**src/rtl/uart_pkg.sv**
```systemverilog
`default_nettype none
// ============================================================================
// Module   : uart_pkg
// Brief    : Shared UART receiver/transmitter state encoding and bit timing.
// Revision : 1.0 - initial release
// ============================================================================
package uart_pkg;

    localparam int c_st_w = 3;

    localparam logic [c_st_w-1:0] c_st_idle  = 3'd0;
    localparam logic [c_st_w-1:0] c_st_start = 3'd1;
    localparam logic [c_st_w-1:0] c_st_data  = 3'd2;
    localparam logic [c_st_w-1:0] c_st_stop  = 3'd3;
    localparam logic [c_st_w-1:0] c_st_break = 3'd4;

    // Integer truncation: a slightly fast bit period keeps mid-bit sampling centred.
    function automatic int clks_per_bit(input int clk_hz, input int baud);
        return clk_hz / baud;
    endfunction

endpackage
`default_nettype wire

```
**src/rtl/sync_fifo.sv**
```systemverilog
`default_nettype none
// ============================================================================
// Module   : sync_fifo
// Brief    : Single-clock first-word-fall-through FIFO; push while full is
//            accepted only when a pop happens in the same cycle.
// Revision : 1.0 - initial release
// ============================================================================
module sync_fifo #(
    parameter int WIDTH = 8,
    parameter int DEPTH = 16
) (
    input  logic             clk,
    input  logic             reset,
    input  logic             push,
    input  logic [WIDTH-1:0] din,
    output logic             full,
    input  logic             pop,
    output logic [WIDTH-1:0] dout,
    output logic             empty
);

    localparam int c_ptr_w = $clog2(DEPTH);

    logic [WIDTH-1:0]   r_mem [DEPTH];
    logic [c_ptr_w-1:0] r_wr_ptr;
    logic [c_ptr_w-1:0] r_rd_ptr;
    logic [c_ptr_w:0]   r_count;
    logic               w_do_push;
    logic               w_do_pop;

    assign empty     = (r_count == '0);
    assign full      = (r_count == (c_ptr_w + 1)'(DEPTH));
    assign w_do_pop  = pop & ~empty;
    assign w_do_push = push & (~full | w_do_pop);
    assign dout      = empty ? '0 : r_mem[r_rd_ptr];

    always_ff @(posedge clk) begin
        if (w_do_push) begin
            r_mem[r_wr_ptr] <= din;
        end
    end

    always_ff @(posedge clk) begin
        if (reset) begin
            r_wr_ptr <= '0;
            r_rd_ptr <= '0;
            r_count  <= '0;
        end else begin
            if (w_do_push) begin
                r_wr_ptr <= r_wr_ptr + c_ptr_w'(1);
            end
            if (w_do_pop) begin
                r_rd_ptr <= r_rd_ptr + c_ptr_w'(1);
            end
            case ({w_do_push, w_do_pop})
                2'b10:   r_count <= r_count + (c_ptr_w + 1)'(1);
                2'b01:   r_count <= r_count - (c_ptr_w + 1)'(1);
                default: r_count <= r_count;
            endcase
        end
    end

endmodule
`default_nettype wire

```
**src/rtl/uart_rx_fifo.sv**
```systemverilog
`default_nettype none
// ============================================================================
// Module   : uart_rx_fifo
// Brief    : 8N1 UART receiver with input synchronizer, framing-error and
//            overflow flags, buffered into a valid/ready byte FIFO.
// Revision : 1.0 - initial release
// ============================================================================
module uart_rx_fifo
    import uart_pkg::*;
#(
    parameter int CLK_HZ     = 100_000_000,
    parameter int BAUD       = 115200,
    parameter int FIFO_DEPTH = 16
) (
    input  logic       clk,
    input  logic       reset,
    input  logic       uart_rxd,
    output logic [7:0] rx_data,
    output logic       rx_valid,
    input  logic       rx_ready,
    output logic       frame_err,
    output logic       overflow,
    output logic       busy
);

    localparam int c_clks_per_bit = clks_per_bit(CLK_HZ, BAUD);
    localparam int c_half_bit     = c_clks_per_bit / 2;
    localparam int c_cnt_w        = (c_clks_per_bit > 1) ? $clog2(c_clks_per_bit) : 1;
    localparam logic [c_cnt_w-1:0] c_cnt_bit_last  = c_cnt_w'(c_clks_per_bit - 1);
    localparam logic [c_cnt_w-1:0] c_cnt_half_last = c_cnt_w'(c_half_bit - 1);

    logic               r_rxd_meta;
    logic               r_rxd_s;
    logic               r_rxd_prev;
    logic [1:0]         r_fill;
    logic               r_armed;
    logic               w_fall;
    logic [c_st_w-1:0]  r_state;
    logic [c_st_w-1:0]  w_state_nxt;
    logic [c_cnt_w-1:0] r_cnt;
    logic [2:0]         r_bit_idx;
    logic [7:0]         r_shift;
    logic               w_cnt_bit_last;
    logic               w_cnt_half_last;
    logic               w_busy;
    logic               w_bit_sample;
    logic               w_stop_ok;
    logic               w_stop_bad;
    logic               r_frame_err;
    logic               r_overflow;
    logic               w_fifo_full;
    logic               w_fifo_empty;
    logic               w_pop;

    // Starts are ignored until the synchronized line has been seen high after
    // reset, so a line held low through reset cannot fake a falling edge.
    always_ff @(posedge clk) begin
        if (reset) begin
            r_rxd_meta <= 1'b1;
            r_rxd_s    <= 1'b1;
            r_rxd_prev <= 1'b1;
            r_fill     <= 2'd0;
            r_armed    <= 1'b0;
        end else begin
            r_rxd_meta <= uart_rxd;
            r_rxd_s    <= r_rxd_meta;
            r_rxd_prev <= r_rxd_s;
            if (r_fill != 2'd2) begin
                r_fill <= r_fill + 2'd1;
            end
            if (r_fill == 2'd2 && r_rxd_s) begin
                r_armed <= 1'b1;
            end
        end
    end

    assign w_fall          = r_armed & r_rxd_prev & ~r_rxd_s;
    assign w_cnt_bit_last  = (r_cnt == c_cnt_bit_last);
    assign w_cnt_half_last = (r_cnt == c_cnt_half_last);

    always_ff @(posedge clk) begin
        if (reset) begin
            r_state <= c_st_idle;
        end else begin
            r_state <= w_state_nxt;
        end
    end

    always_comb begin
        w_state_nxt = r_state;
        case (r_state)
            c_st_idle: begin
                if (w_fall) w_state_nxt = c_st_start;
            end
            c_st_start: begin
                if (w_cnt_half_last) w_state_nxt = r_rxd_s ? c_st_idle : c_st_data;
            end
            c_st_data: begin
                if (w_cnt_bit_last && r_bit_idx == 3'd7) w_state_nxt = c_st_stop;
            end
            c_st_stop: begin
                if (w_cnt_bit_last) w_state_nxt = r_rxd_s ? c_st_idle : c_st_break;
            end
            c_st_break: begin
                if (r_rxd_s) w_state_nxt = c_st_idle;
            end
            default: w_state_nxt = c_st_idle;
        endcase
    end

    always_comb begin
        w_busy       = (r_state != c_st_idle);
        w_bit_sample = 1'b0;
        w_stop_ok    = 1'b0;
        w_stop_bad   = 1'b0;
        case (r_state)
            c_st_data: w_bit_sample = w_cnt_bit_last;
            c_st_stop: begin
                w_stop_ok  = w_cnt_bit_last & r_rxd_s;
                w_stop_bad = w_cnt_bit_last & ~r_rxd_s;
            end
            default: ;
        endcase
    end

    always_ff @(posedge clk) begin
        if (reset) begin
            r_cnt <= '0;
        end else if (w_state_nxt != r_state || w_bit_sample ||
                     r_state == c_st_idle || r_state == c_st_break) begin
            r_cnt <= '0;
        end else begin
            r_cnt <= r_cnt + c_cnt_w'(1);
        end
    end

    always_ff @(posedge clk) begin
        if (reset) begin
            r_bit_idx <= 3'd0;
            r_shift   <= 8'd0;
        end else begin
            if (r_state != c_st_data) begin
                r_bit_idx <= 3'd0;
            end else if (w_bit_sample) begin
                r_bit_idx <= r_bit_idx + 3'd1;
            end
            if (w_bit_sample) begin
                r_shift <= {r_rxd_s, r_shift[7:1]};
            end
        end
    end

    assign w_pop = rx_ready & ~w_fifo_empty;

    // A pop in the same cycle frees the slot, so only an unmatched full push drops.
    always_ff @(posedge clk) begin
        if (reset) begin
            r_frame_err <= 1'b0;
            r_overflow  <= 1'b0;
        end else begin
            r_frame_err <= w_stop_bad;
            r_overflow  <= w_stop_ok & w_fifo_full & ~w_pop;
        end
    end

    sync_fifo #(
        .WIDTH (8),
        .DEPTH (FIFO_DEPTH)
    ) u_fifo (
        .clk   (clk),
        .reset (reset),
        .push  (w_stop_ok),
        .din   (r_shift),
        .full  (w_fifo_full),
        .pop   (w_pop),
        .dout  (rx_data),
        .empty (w_fifo_empty)
    );

    assign rx_valid  = ~w_fifo_empty;
    assign frame_err = r_frame_err;
    assign overflow  = r_overflow;
    assign busy      = w_busy;

endmodule
`default_nettype wire

```
**config.mk**
```make
export PLATFORM = sky130hd
export DESIGN_NAME = uart_rx_fifo
export DESIGN_NICKNAME = d
export VERILOG_FILES = /design/src/rtl/uart_pkg.sv /design/src/rtl/sync_fifo.sv /design/src/rtl/uart_rx_fifo.sv
export SDC_FILE = /design/constraint.sdc
export NUM_CORES = 1
export LEC_CHECK = 0
export CORE_UTILIZATION = 45
export DETAILED_ROUTE_END_ITERATION = 8
export PLACE_DENSITY = 0.62
export SYNTH_ARGS = -nofsm -noshare
export SYNTH_HDL_FRONTEND = slang
export SYNTH_SLANG_ARGS = --single-unit
```
**constraint.sdc**
```tcl
create_clock -name clk -period 3.2 [get_ports clk]
set_clock_uncertainty 0.15 [all_clocks]
set_input_delay 0.64 -clock clk [delete_from_list [all_inputs] [get_ports clk]]
set_output_delay 0.64 -clock clk [all_outputs]
set_load 0.02 [all_outputs]
```
# After elaboration in Yosys (flattened, before gate mapping)
# Memory sizes are Yosys's and may differ from the RTL's. A register that Yosys moved wholly into a read port is not among the register bits.
# Cells that the tools add are included.
# classes
addsub	7
multipliers	0
n_div	0
order_cmp	0
eq_ne	14
shift	0
n_mux	16
bitwise	15
n_reduce_logical	12
# op_table
op	count
$mux W3	6
$pmux W3 S5	1
$add A10 B1 Y10 const B	1
$eq A10 B10 Y1 const B	1
$eq A10 B9 Y1 const B	1
$pmux W5 S2	1
$and A1 B1 Y1	9
$add A4 B1 Y4 const B	2
$mux W4	2
$mux W8	1
$eq A3 B2 Y1 const B	2
$eq A3 B3 Y1 const B	2
$reduce_or A2 Y1	3
$add A5 B1 Y5 const B	1
$eq A5 B5 Y1 const B	1
$logic_not A5 Y1	1
$not A1 Y1	5
$sub A5 B1 Y5 const B	1
$eq A2 B2 Y1 const B	2
$mux W1	4
$add A3 B1 Y3 const B	1
$eq A3 B1 Y1 const B	1
$logic_not A3 Y1	1
$logic_or A1 B1 Y1	3
10 further kinds	11
# word_totals
register_bits	45
latchBits	0
ram_bits	128
rom_bits	0
in_bits	4
output_inout_bits	12
elab_cells	79
n_memories	1
# memory_table
name	words	width	read_ports	rd_clocked_by_memory_dff	wr	line_no	source
u_fifo.r_mem	16	8	1	1	1	sync_fifo.sv:24	logic [WIDTH-1:0] r_mem [DEPTH];

# Longest topological paths before layout
# Gate-level depths: netlist (run 1).
# logic_depth
ltp_word	9
mapped_depth	13
mapped_depth_nobuf	12

# By module
# Synthesis (run 1) repeated with hierarchy kept, for this count alone.
# unflattened
cells_unflattened	485
hier_area_um2	7438.4
# by_module_without_submodules
module	n_inst	cells_per_inst	area_per_inst_um2	seq_area_each_um2
sync_fifo	1	333	5968.2	4184.0
uart_rx_fifo	1	152	1470.2	640.6

# Worst setup path after synthesis (run 1)
# No wires, ideal clock.
# synth_timing
kind	register -> register
startpoint	reg r_cnt[0]
endpoint	reg u_fifo.r_count[4]
setup_ps	70
t_arrival_ps	2836
required_ps	2980
slack_ps	144
stages_incl_launch_ff	14
path_buffers	1
period_less_slack_ps	3056
path_cell_list	dfxtp_1 > ha_1 > nand4_2 > nor4b_4 > and2_1 > buf_2 > inv_2 > ha_1 > fa_1 > a21o_1 > a21oi_1 > xor2_1 > or3_1 > a21oi_1
# synth_between
elab_chain_len	6
word_cells_on_any_way	8
classes_between	eq/ne: 3; mux: 2; bitwise: 2; reduce/logical: 1
# synth_lines
element	line_no	source
start: declaration	uart_rx_fifo.sv:40	logic [c_cnt_w-1:0] r_cnt;
start signal: assignment	uart_rx_fifo.sv:133	r_cnt <= r_cnt + c_cnt_w'(1);
$eq A10 B10 Y1 *	uart_rx_fifo.sv:78	assign w_cnt_bit_last = (r_cnt == c_cnt_bit_last);
$and A1 B1 Y1 *	uart_rx_fifo.sv:119	w_stop_ok = w_cnt_bit_last & r_rxd_s;
$mux W1 *	uart_rx_fifo.sv:116	case (r_state)
$and A1 B1 Y1 *	sync_fifo.sv:34	assign w_do_push = push & (~full | w_do_pop);
$eq A2 B1 Y1 / $eq A2 B2 Y1 (equally long branches)	sync_fifo.sv:55	case ({w_do_push, w_do_pop})
$pmux W5 S2 / $reduce_bool A2 Y1 (equally long branches)	n/a	
end signal: assignment	sync_fifo.sv:56	2'b10: r_count <= r_count + (c_ptr_w + 1)'(1);
end signal: assignment	sync_fifo.sv:57	2'b01: r_count <= r_count - (c_ptr_w + 1)'(1);
end signal: assignment	sync_fifo.sv:58	default: r_count <= r_count;
end: declaration	sync_fifo.sv:27	logic [c_ptr_w:0] r_count;
# Mark *: on every way between the ends. The rest lies on a longest branch, timed or not.
# A chain may end at the register's enable or synchronous reset.

==> results of run 1 <==
[report_power, final]
part           switching (mW)  internal (mW)  leakage (nW)
registers              0.0120           2.45          1.58
clock network           0.911           1.01         0.262
logic                  0.0762         0.0501          1.10
total                   0.999           3.51          2.95
[cell type report]
| cell class | instances | area, sq um | share of cell area, % |
|---|---|---|---|
| Sequential cell | 177 | 4830 | 56.4 |
| Multi-Input combinational cell | 229 | 2240 | 26.1 |
| Clock buffer | 17 | 425 | 4.96 |
| Tap cell | 216 | 270 | 3.15 |
| Inverter | 10 | 37.5 | 0.438 |
| Clock inverter | 15 | 125 | 1.46 |
| Timing Repair Buffer | 59 | 642 | 7.49 |
[layout by cell type, fill, tap and decap left out, types with 6 or more instances in the layout]
cell type,n
clkdlybuf4s50_1,7
ha_1,14
clkbuf_16,17
mux2i_1,13
dfxtp_1,47
mux4_2,39
buf_6,7
nor2_1,40
edfxtp_1,128
nand2_1,11
buf_12,8
and2_1,14
inv_1,9
xor2_1,9
buf_4,32
nand3_1,6
inv_6,7
xnor2_1,10
a21oi_1,11
a211oi_1,7
[path summary, 6_finish.rpt]
| check | startpoint | end | slack, ns | cells after the start |
|---|---|---|---|---|
| worst max-delay path | register | rx_data[7] | -0.03 | 7 |
| worst min-delay path | r_rxd_meta$_SDFF_PP1_ | r_rxd_s$_SDFF_PP1_ | 0.27 | 1 |
| worst max register to register | r_cnt[1]$_SDFF_PP0_ | u_fifo.r_count[4]$_SDFFE_PP0P_ | 0.26 | 12 |
| worst min register to register | r_rxd_meta$_SDFF_PP1_ | r_rxd_s$_SDFF_PP1_ | 0.27 | 1 |
[what timing repair did]
item	in CTS	in global routing
setup buffers	5	0
resized for setup	65	9
gates cloned	4	0
pin swaps	0	1
endpoints found under the setup margin	8	10
[synth_stat cells (4+ instances only)]
cell type / n / area share, %
edfxtp_1: 128 / 53
dfxtp_1: 49 / 13
nor2_1: 40 / 2.1
mux4_2: 23 / 7.1
and2_1: 17 / 1.5
mux4_1: 17 / 6.1
ha_1: 14 / 2.4
mux2i_1: 13 / 1.8
nand2_1: 12 / 0.62
a21oi_1: 11 / 0.76
clkbuf_1: 10 / 0.52
xnor2_1: 10 / 1.2
inv_1: 9 / 0.46
xor2_1: 9 / 1.1
a211oi_1: 7 / 0.72
nand3_1: 6 / 0.41
and4_1: 4 / 0.48
nand4_1: 4 / 0.34
nor3b_1: 4 / 0.41
o21ai_0: 4 / 0.27
[state kept, by name, indices dropped and copies added (netlist names), named ones only]
name,flops
r_cnt,10
r_shift,8
r_bit_idx,3
r_rxd_s,1
u_fifo.r_rd_ptr,4
u_fifo.r_count,5
r_rxd_meta,1
r_rxd_prev,1
u_fifo.r_wr_ptr,4
r_state,3
r_armed,1
u_fifo.r_mem,128
frame_err,1
r_fill,2
overflow,1
[per-layer routing]
layer	part of all wire, %	wire length [microns]
met3	5.1	742
met4	2.8	408
met5	0	0
met1	44	6460
met2	48	7000
[kinds of logic after synthesis]
logic type | Yosys count | synth area share [%]
flops | 177 | 66.3
xor+xnor | 19 | 2.29
fa+ha+maj | 15 | 2.68
mux | 54 | 15.2
buf+inv | 29 | 2.27
compound gates | 29 | 2.54
simple gates | 112 | 8.76
[per-stage QoR]
stage	setup slack, ns	cell area (sq um)	TNS, ns	util [%]	hold slack, ns
after floorplan	0.144	7280	0	-	0.239
after global placement	-0.0279	7900	-0.0279	49.9	0.257
after detailed placement	-0.116	7900	-0.116	49.9	0.251
after CTS	-0.0550	8610	-0.345	54.4	0.271
after global routing	-0.101	8570	-0.662	54.2	0.309
final	-0.0350	8570	-0.134	54.2	0.270
==> metrics.yaml, run 1 <==
status: "complete, but fails checks"
failed_checks: "setup timing"
clock-root-buffer: "clkbuf_16"
start_kind: "register"
syn_nets: 454
dr_total_vias: 3958
crit_required_ns: 2.41
grtUsageMet1_pct: 26.5
irDropWorstVdd_uv: 414
overflow: 0
cts_htree_levels: 4
worst_ep_arrival_time_ns: 2.44
clkLatencyLatePin_ns: 0.44
syn_area_sq_um: 7280
firstDrtPassIters: 7
grtUsageTotal_pct: 19.6
drv_slew: 0
worst-setup-path-type: "reg2out"
clock_sinks: 177
drive_gt1_share_pct: 27.6
wl_microns: 14600
maxSlewHeadroom_pct: 58.7
fp.dieH_microns: 129
max_stage_delay_ns: 0.47
worst-path-buf-inv: 4
leakage_nw: 2.95
io_buffer_count: 15
post-route-period-util_pct: 101
power.total_mw: 4.51
hold_class: "reg2reg"
crit_family: "multiplexers"
synth_edf_count: 128
ys_seq_area_share_pct: 66.3
avgSynthCellArea_sq_um: 16.7
setup_slack_ns: -0.0350
syn_to_final_growth_pct: 17.7
grt_pass1_wl_microns: 23100
viasPerCell: 5.47
use_met3_pct: 4.50
pin_count: 16
crit_chain: "buf_12, buf_12, buf_6, mux4_2, mux4_2, and2_4, buf_6"
synth_seq_cells: 177
globalRouteMet2Util_pct: 30.2
fin_crit_ns: 3.23
cts_tree: "yes"
antenna_found_initial: 0
start_util_pct: 46.0
end_kind: "output port"
n_antenna_cell: 0
finalNetCount: 513
clk_path_buf_depth: 2
crit_fanout: 6
drv_cap: 0
yosys_warnings: 0
cts_buffers: 17
fin_cells: 723
rsz0062_at_grt: "yes"
drc_errors: 0
powerDensity_nw_per_um2: 526
hold_viol: 0
drtIter0Drc: 322
setup_viol: 7
core_sq_um: 15800
die_w_microns: 129
synth_cell_types: 47
die_area_sq_um: 16700
crit_slowest_cell: "mux4_2"
grt_busiest_layer: "met2"
fmax_ghz: 0.309
fill_cells: 1281
ys_async_sr_fraction_pct: 0
synth-main-ff-cell: "edfxtp_1"
grt_pass1_vias: 3997
path_clk_slew_ns: 0.07
rows: 46
hpwl_microns: 8780
place_congestion: 0.756
grt_max_degree: 33
postRouteAntennaNets: 0
tightest_slew_ns: 0.618
dp.cells: 683
synth_cells: 435
wire_per_inst_microns: 20.2
cts_hold_repair.buffers: 0
No activity file was read; power rests on OpenSTA's default activity.
==> inputs of run 2 (changes only) <==
- CTS_CLUSTER_DIAMETER: not set -> 40
==> results of run 2 <==
Same layout as run 1: the final DEF is identical, and so are final timing and power.
==> inputs of run 3 (changes only) <==
- CELL_PAD_IN_SITES_DETAIL_PLACEMENT: not set -> 0
- CELL_PAD_IN_SITES_GLOBAL_PLACEMENT: not set -> 1
- DONT_BUFFER_PORTS: not set -> 1
- PLACE_DENSITY: 0.62 -> 0.69
==> run 3 against run 2 <==
The run now ends clean. Sequential share of layout area grew 2.8 points. Worst setup slack gained 0.12 ns. Hold slack got worse by 0.14 ns. Clock-buffer cell count rose by 2. Die area stayed put. Core utilization shrank 2.6 points. Fmax up 3.8%. Routed wire length decreased by 1.2%. Global-route usage is 0.70 points lower. Clock power grew 5%. Cell area decreased by 4.8%. Flip-flop and latch count unchanged. Critical path type unchanged. Critical endpoint unchanged.
==> metrics.yaml, run 3 (same netlist as run 1, synthesis figures left out) <==
final_util_pct: 51.6  # -2.6 points
die_area_sq_um: 16700  # unchanged
clkLatencyLatePin_ns: 0.43  # about the same
worst-setup-path-type: "reg2out"
status: "completed"
dr_total_vias: 3728  # -5.8%
cts_buffers: 17  # unchanged
crit_fanout: 8  # +2
syn_to_final_growth_pct: 12.1
clock_sinks: 177  # unchanged
worst_ep_arrival_time_ns: 2.33  # -0.11 ns
wire_per_inst_microns: 21.4  # +5.8%
fin_cells: 675  # -6.6%
clock-root-buffer: "clkbuf_16"
n_antenna_cell: 0  # unchanged
cts_tree: "yes"
final_common_cell: "edfxtp_1"
post-route-period-util_pct: 97.4  # -3.7 points
wl_microns: 14400  # -1.2%
maxSlewHeadroom_pct: 51.2  # -7.5 points
place_congestion: 0.756  # about the same
tightest_slew_ns: 0.731  # +0.113 ns
cts_hold_repair.buffers: 0  # unchanged
setup_slack_ns: 0.0846  # +0.120 ns
cts_htree_levels: 4  # unchanged
fmax_ghz: 0.321  # +3.8%
path_clk_slew_ns: 0.06  # about the same
grtUsageTotal_pct: 18.9  # -0.70 points
dp.cells: 642  # -6.0%
postLayoutCellArea_sq_um: 8160  # -4.8%
rsz0062_at_grt: "no"
top_regs: "u_fifo.r_mem x128, r_cnt x10, r_shift x8"
rows: 46  # unchanged
fill_cells: 1319  # +3.0%
grt_pass1_vias: 3720  # -6.9%
fin_crit_ns: 3.12  # -0.120 ns
viasPerCell: 5.52  # +0.89%
io_buffer_count: 0  # -15
multi_input_area_sq_um: 2290  # +2.4%
overflow: 0  # unchanged
irDropWorstVdd_uv: 386  # -6.7%
grt_pass1_wl_microns: 22000  # -4.8%
antenna_found_initial: 0  # unchanged
finalNetCount: 466  # -9.2%
die_w_microns: 129  # unchanged
pin_count: 16  # unchanged
hpwl_microns: 8570  # -2.5%
drv_slew: 0  # unchanged
end_kind: "output port"
grt_max_degree: 33  # unchanged
largest_reg_flops: 128  # unchanged
top_register: "u_fifo.r_mem"
hold_class: "in2reg"
worst_hold_slack_ns: 0.127  # -0.142 ns
clk_path_buf_depth: 2  # unchanged
core_sq_um: 15800  # unchanged
crit_required_ns: 2.41  # about the same
mostFrequentLayoutCells: "128 x edfxtp_1, 47 x dfxtp_1, 40 x nor2_1, 25 x mux4_2, 18 x clkbuf_16"
drv_cap: 0  # unchanged
postRouteAntennaNets: 0  # unchanged
drc_errors: 0  # unchanged
fp.dieH_microns: 129  # unchanged
drive_gt1_share_pct: 17.0  # -11 points
start_util_pct: 46.0  # unchanged
register_area_sq_um: 4830  # unchanged
detailed_place.area_sq_um: 7520  # -4.7%
start_kind: "register"
setup_viol: 0  # -7
fin_tns_setup_ns: 0  # +0.134 ns
firstDrtPassIters: 4  # -3
dpl_worst_slack_ns: 0.0875  # +0.203 ns
leakage_nw: 2.73  # -7.5%
power.total_mw: 4.60  # +2.0%
powerDensity_nw_per_um2: 564  # +7.2%
drtIter0Drc: 280  # -13%
hold_viol: 0  # unchanged
run 3: final timing paths:
kind | depth (start not counted) | to | from | slack (ns)
max | 4 | rx_data[7] | register | 0.08
min | 1 | r_state[0]$_SDFF_PP0_ | reset | 0.13
max reg2reg | 12 | u_fifo.r_count[4]$_SDFFE_PP0P_ | r_cnt[1]$_SDFF_PP0_ | 0.26
min reg2reg | 1 | r_rxd_s$_SDFF_PP1_ | r_rxd_meta$_SDFF_PP1_ | 0.26
run 3: worst max-delay path: stages, from the launching register on:
cell and delay [ns]:
dfxtp_4 0.41, clkbuf_16 0.20, mux4_1 0.56, mux4_2 0.46, and2_1 0.25
run 3: timing repair:
action,4_1_cts,5_1_grt
cloned,1,1
setup endpoints to repair,4,5
pin swaps,0,1
buffers inserted,0,0
gates resized for setup,2,5
run 3: per-layer routing:
layer / wire length (microns) / track usage [%] / vias up
met3: 591 / 4.79 / 22
met5: 0 / 0 / -
met4: 295 / 8.10 / 0
met2: 7010 / 29.8 / 76
met1: 6530 / 25.1 / 1922
li1: - / - / 1708
run 3: area by class of cell:
type | instances | area share (%)
Clock buffer | 19 | 5.31
Clock inverter | 12 | 1.75
Inverter | 10 | 0.460
Multi-Input combinational cell | 229 | 28.1
Sequential cell | 177 | 59.2
Tap cell | 216 | 3.31
Timing Repair Buffer | 12 | 1.87
run 3: report_power, final:
group          switching [mW]  internal [mW]  total, mW
logic                  0.0714         0.0419      0.113
clock network           0.817           1.21       2.03
registers              0.0134           2.45       2.46
total                   0.902           3.70       4.60
